==> src/rtl/fa_using_ha_pkg.sv <==
// ============================================================================
// Module   : fa_using_ha_pkg
// Brief    : Shared types and reset constants for the half-adder based adder.
// Revision : 1.0 - initial release
// ============================================================================
`default_nettype none

package fa_using_ha_pkg;

    localparam int FA_MAX_WIDTH = 64;

    typedef struct packed {
        logic s;
        logic c;
    } ha_out_t;

    localparam logic [FA_MAX_WIDTH-1:0] c_RST_SUM   = '0;
    localparam logic                    c_RST_COUT  = 1'b0;
    localparam logic                    c_RST_VALID = 1'b0;
    localparam logic                    c_RST_OVF   = 1'b0;

endpackage

`default_nettype wire

==> src/rtl/fa_using_ha_ha_cell.sv <==
// ============================================================================
// Module   : ha_cell
// Brief    : Combinational half adder, s = x ^ y, c = x & y.
// Revision : 1.0 - initial release
// ============================================================================
`default_nettype none

module ha_cell (
    input  logic x,
    input  logic y,
    output logic s,
    output logic c
);

    assign s = x ^ y;
    assign c = x & y;

endmodule

`default_nettype wire

==> src/rtl/fa_using_ha.sv <==
// ============================================================================
// Module   : fa_using_ha
// Brief    : Registered ripple-carry adder built from half-adder cells, with
//            optional signed overflow output (macro FA_USING_HA_OVF_EN).
// Revision : 1.0 - initial release
// ============================================================================
`default_nettype none

module fa_using_ha
    import fa_using_ha_pkg::*;
#(
    parameter int WIDTH = 1
) (
    input  logic             clk,
    input  logic             rst,
    input  logic             in_valid,
    input  logic [WIDTH-1:0] a,
    input  logic [WIDTH-1:0] b,
    input  logic             cin,
    output logic [WIDTH-1:0] sum,
    output logic             cout,
    output logic             out_valid
`ifdef FA_USING_HA_OVF_EN
    ,
    output logic             ovf
`endif
);

    logic [WIDTH:0]            w_c;
    logic [WIDTH-1:0]          w_s;
    ha_out_t [WIDTH-1:0]       w_ha0;
    ha_out_t [WIDTH-1:0]       w_ha1;

    assign w_c[0] = cin;

    generate
        for (genvar i = 0; i < WIDTH; i++) begin : g_bit
            ha_cell u_ha0 (
                .x (a[i]),
                .y (b[i]),
                .s (w_ha0[i].s),
                .c (w_ha0[i].c)
            );
            ha_cell u_ha1 (
                .x (w_ha0[i].s),
                .y (w_c[i]),
                .s (w_ha1[i].s),
                .c (w_ha1[i].c)
            );
            assign w_s[i]   = w_ha1[i].s;
            assign w_c[i+1] = w_ha0[i].c | w_ha1[i].c;
        end
    endgenerate

    logic [WIDTH-1:0] sum_q, sum_d;
    logic             cout_q, cout_d;
    logic             out_valid_q;

    // Result registers hold across invalid cycles; only out_valid follows in_valid.
    assign sum_d  = in_valid ? w_s        : sum_q;
    assign cout_d = in_valid ? w_c[WIDTH] : cout_q;

    always_ff @(posedge clk) begin
        if (rst) begin
            sum_q       <= c_RST_SUM[WIDTH-1:0];
            cout_q      <= c_RST_COUT;
            out_valid_q <= c_RST_VALID;
        end else begin
            sum_q       <= sum_d;
            cout_q      <= cout_d;
            out_valid_q <= in_valid;
        end
    end

    assign sum       = sum_q;
    assign cout      = cout_q;
    assign out_valid = out_valid_q;

`ifdef FA_USING_HA_OVF_EN
    logic ovf_q, ovf_d;

    assign ovf_d = in_valid ? (w_c[WIDTH] ^ w_c[WIDTH-1]) : ovf_q;

    always_ff @(posedge clk) begin
        if (rst) begin
            ovf_q <= c_RST_OVF;
        end else begin
            ovf_q <= ovf_d;
        end
    end

    assign ovf = ovf_q;
`endif

endmodule

`default_nettype wire

==> config.mk <==
export PLATFORM = sky130hd
export DESIGN_NAME = fa_using_ha
export DESIGN_NICKNAME = d
export VERILOG_FILES = /design/src/rtl/fa_using_ha_pkg.sv /design/src/rtl/fa_using_ha_ha_cell.sv /design/src/rtl/fa_using_ha.sv
export SDC_FILE = /design/constraint.sdc
export NUM_CORES = 1
export LEC_CHECK = 0
export ABC_AREA = 1
export CORE_AREA = 5 5 42 44
export DETAILED_ROUTE_END_ITERATION = 10
export DIE_AREA = 0 0 47 49
export GPL_ROUTABILITY_DRIVEN = 0
export HOLD_SLACK_MARGIN = 0.12
export PLACE_DENSITY = 0.32
export SYNTH_ARGS = -nofsm -noshare
export SYNTH_HDL_FRONTEND = slang
export SYNTH_SLANG_ARGS = --single-unit
==> constraint.sdc <==
create_clock -name clk -period 0.9 [get_ports clk]
set_input_delay 0.135 -clock clk [delete_from_list [all_inputs] [get_ports clk]]
set_output_delay 0.135 -clock clk [all_outputs]
set_load 0.02 [all_outputs]
==> impl_metrics.yaml <==
power_and_ir_drop:
  p_switching_mw: 0.1062
  max-vdd-ir-drop_mv: 0.6126
  clock_power_share_pct: 51.7
  power_frac_seq_pct: 33.0
  p_per_area_mw_per_mm2: 1943
  internal_power_mw: 0.3412
  p_sw_share_pct: 23.73
  power.total_mw: 0.4474
  leakagePower_nw: 0.1240
  combPwrFrac_pct: 15.3
route:
  wl_um: 307
  drc: 0
  vias_per_cell: 2.867
  vias: 129
  initialDrtViolationCount: 0
  avgRoutedWirePerCell_um: 6.822
  postRouteAntennaNets: 0
  first_pass_iters: 1
timing:
  fin_crit_ns: 0.8512
  finalSetupViolCount: 0
  drv_slew: 0
  min_period_over_period_pct: 94.58
  rsz0062_at_grt: "no"
  finalHoldViolCount: 0
  fmax_mhz: 1175
  fin_ws_ns: 0.04875
  worst_pin_slew_ns: 0.1567
  finClkSkew_ns: 0
  max_slew_margin_pct: 89.52
yosys:
  synth_compound_area_share_pct: 0
  synthMuxAreaShare_pct: 0
  synth_nets: 24
  ys_async_sr_fraction_pct: 0
  yosysMostFrequentCell: "nor2_1"
  synthDistinctLibCells: 5
  syn_inst: 17
  ys.flop_type: "dfxtp_1"
  yosysSeqAreaShare_pct: 46.60
  synth_fa_ha_area_share_pct: 15.53
  yosys.area_share.xor_xnor_pct: 0
  syn_area_um2: 128.9
  synth_edf_count: 0
  synth-simple-area-share_pct: 26.21
  synth_commonest_cells: "5 x nor2_1, 4 x inv_1, 4 x nand2_1"
  synthTopCellsByArea: "dfxtp_1 47%, fa_1 16%, nor2_1 15%"
  synth_top_area_share_pct: 46.60
  synth-seq-cells: 3
  yosys_warnings: 0
  synth_top_area_cell: "dfxtp_1"
  syn_avg_cell_area_um2: 7.581
  synth_top_family_by_area: "simple AND/OR/NAND/NOR gates"
floorplan:
  dieWidth_um: 47
  start_util_pct: 9.196
  core-area_mm2: 0.001401
  die_h_um: 49
  ioPinCount: 9
  placementRows: 14
  die_area_mm2: 0.002303
grt:
  grt_pass1_wl_um: 545
  grt_pass1_vias: 150
  grt_overflow: 0
  track_usage_pct: 3.662
  grt_max_degree: 6
  antenna_found_initial: 0
clock_tree:
  cts_sinks: 3
  cts_tree: "yes"
  cts_root_buffer: "clkbuf_4"
  htree_num_levels: 1
  cts_setup_buffers: 0
  cts.clk_slew.worst_paths_ns: 0.04
  numCtsBuffers: 3
  holdBufCountCts: 0
  cts_buffer_depth: 2
  clk_latency_ns: 0.23
run:
  cap_violations: 0
min_path:
  hp-class: "primary input to flip-flop"
worst_setup_path:
  path_max_fanout: 1
  crit_path_start_kind: "primary input"
  cp_data_required_time_ns: 1.07
  arrival_ns: 1.02
  cp-end-kind: "flip-flop"
  criticalPathCategory: "primary input to flip-flop"
layout:
  final_area_um2: 230.2
  area_delta_synth_final_pct: 78.64
  layout-drive-gt1-share_pct: 27.59
  antenna_cells: 0
  fin_cells: 45
  post-route-util_pct: 16.43
  nets: 37
place:
  dp.cells: 41
  place_area_um2: 229.0
  port_buffers: 8
  place_ws_ns: -0.4994
run_status:
  status: "complete, no violations"
-- final timing paths --
check	startpoint	endpoint	slack, ns	cells after the start
worst max-delay path	cin	sum$_SDFFE_PP0P_	0.05	6
worst min-delay path	b	cout$_SDFFE_PP0P_	0.40	6
worst max register to register	cout$_SDFFE_PP0P_	cout$_SDFFE_PP0P_	0.35	2
worst min register to register	sum$_SDFFE_PP0P_	sum$_SDFFE_PP0P_	0.46	2
-- sequential cells by signal, indices dropped and copies added (netlist names) --
name,cells
cout,1
sum,1
out_valid,1
-- per-stage QoR --
step / hold WS (ns) / TNS (ns)
after floorplan: 0.2062 / 0
after global placement: 0.4643 / -1.317
after detailed placement: 0.4631 / -1.348
after CTS: 0.4196 / 0
after global routing: 0.4502 / 0
final: 0.3985 / 0
-- critical path: stages --
cell and delay, ns:
clkdlybuf4s15_1 0.18, fa_1 0.48, inv_1 0.04, nand2_1 0.05
nand2_1 0.05, nor2_1 0.09
-- cells in the final DEF, fill, tap and decap left out, drive strengths merged --
master         netlist  layout
clkdlybuf4s50        0       2
clkbuf               0       5
fa                   1       1
nor2                 5       5
inv                  4       4
dfxtp                3       3
nand2                4       4
clkdlybuf4s15        0       1
buf                  0       4
-- power by group through the flow --
stage | logic (mW) | clock network (mW) | registers, mW
floorplan | 0.0217 | 0 | 0.162
global placement | 0.0842 | 0 | 0.150
detailed placement | 0.0852 | 0 | 0.150
CTS | 0.0723 | 0.250 | 0.148
global route | 0.0782 | 0.260 | 0.149
finish | 0.0685 | 0.231 | 0.148
-- logic make-up (layout without fill, tap and decap cells) --
logic type / after synthesis / in the layout
simple gates: 9 / 9
buf+inv: 4 / 16
flops: 3 / 3
fa+ha+maj: 1 / 1
-- repair_timing --
| item | 4_1_cts | 5_1_grt |
|---|---|---|
| pin swaps | 3 | 1 |
| gates resized for setup | 20 | 1 |
| endpoints found under the setup margin | 5 | 1 |
-- layout make-up --
class                   count  area [um2]
fillers                   175        1171
flip-flops and latches      3       60.06
repair buffers              8       55.05
multi-input cells          10       53.80
clock buffers               4       26.28
well taps                  16       20.02
inverters                   4       15.01
-- layer usage --
layer,vias to the layer above,share of wire (%),GRT usage [%]
met2,4,56,5.204
met3,0,7.2,1.107
met5,-,0,0
met1,55,37,3.077
met4,0,0,5.530
li1,70,-,-
No activity file was read; power rests on OpenSTA's default activity.
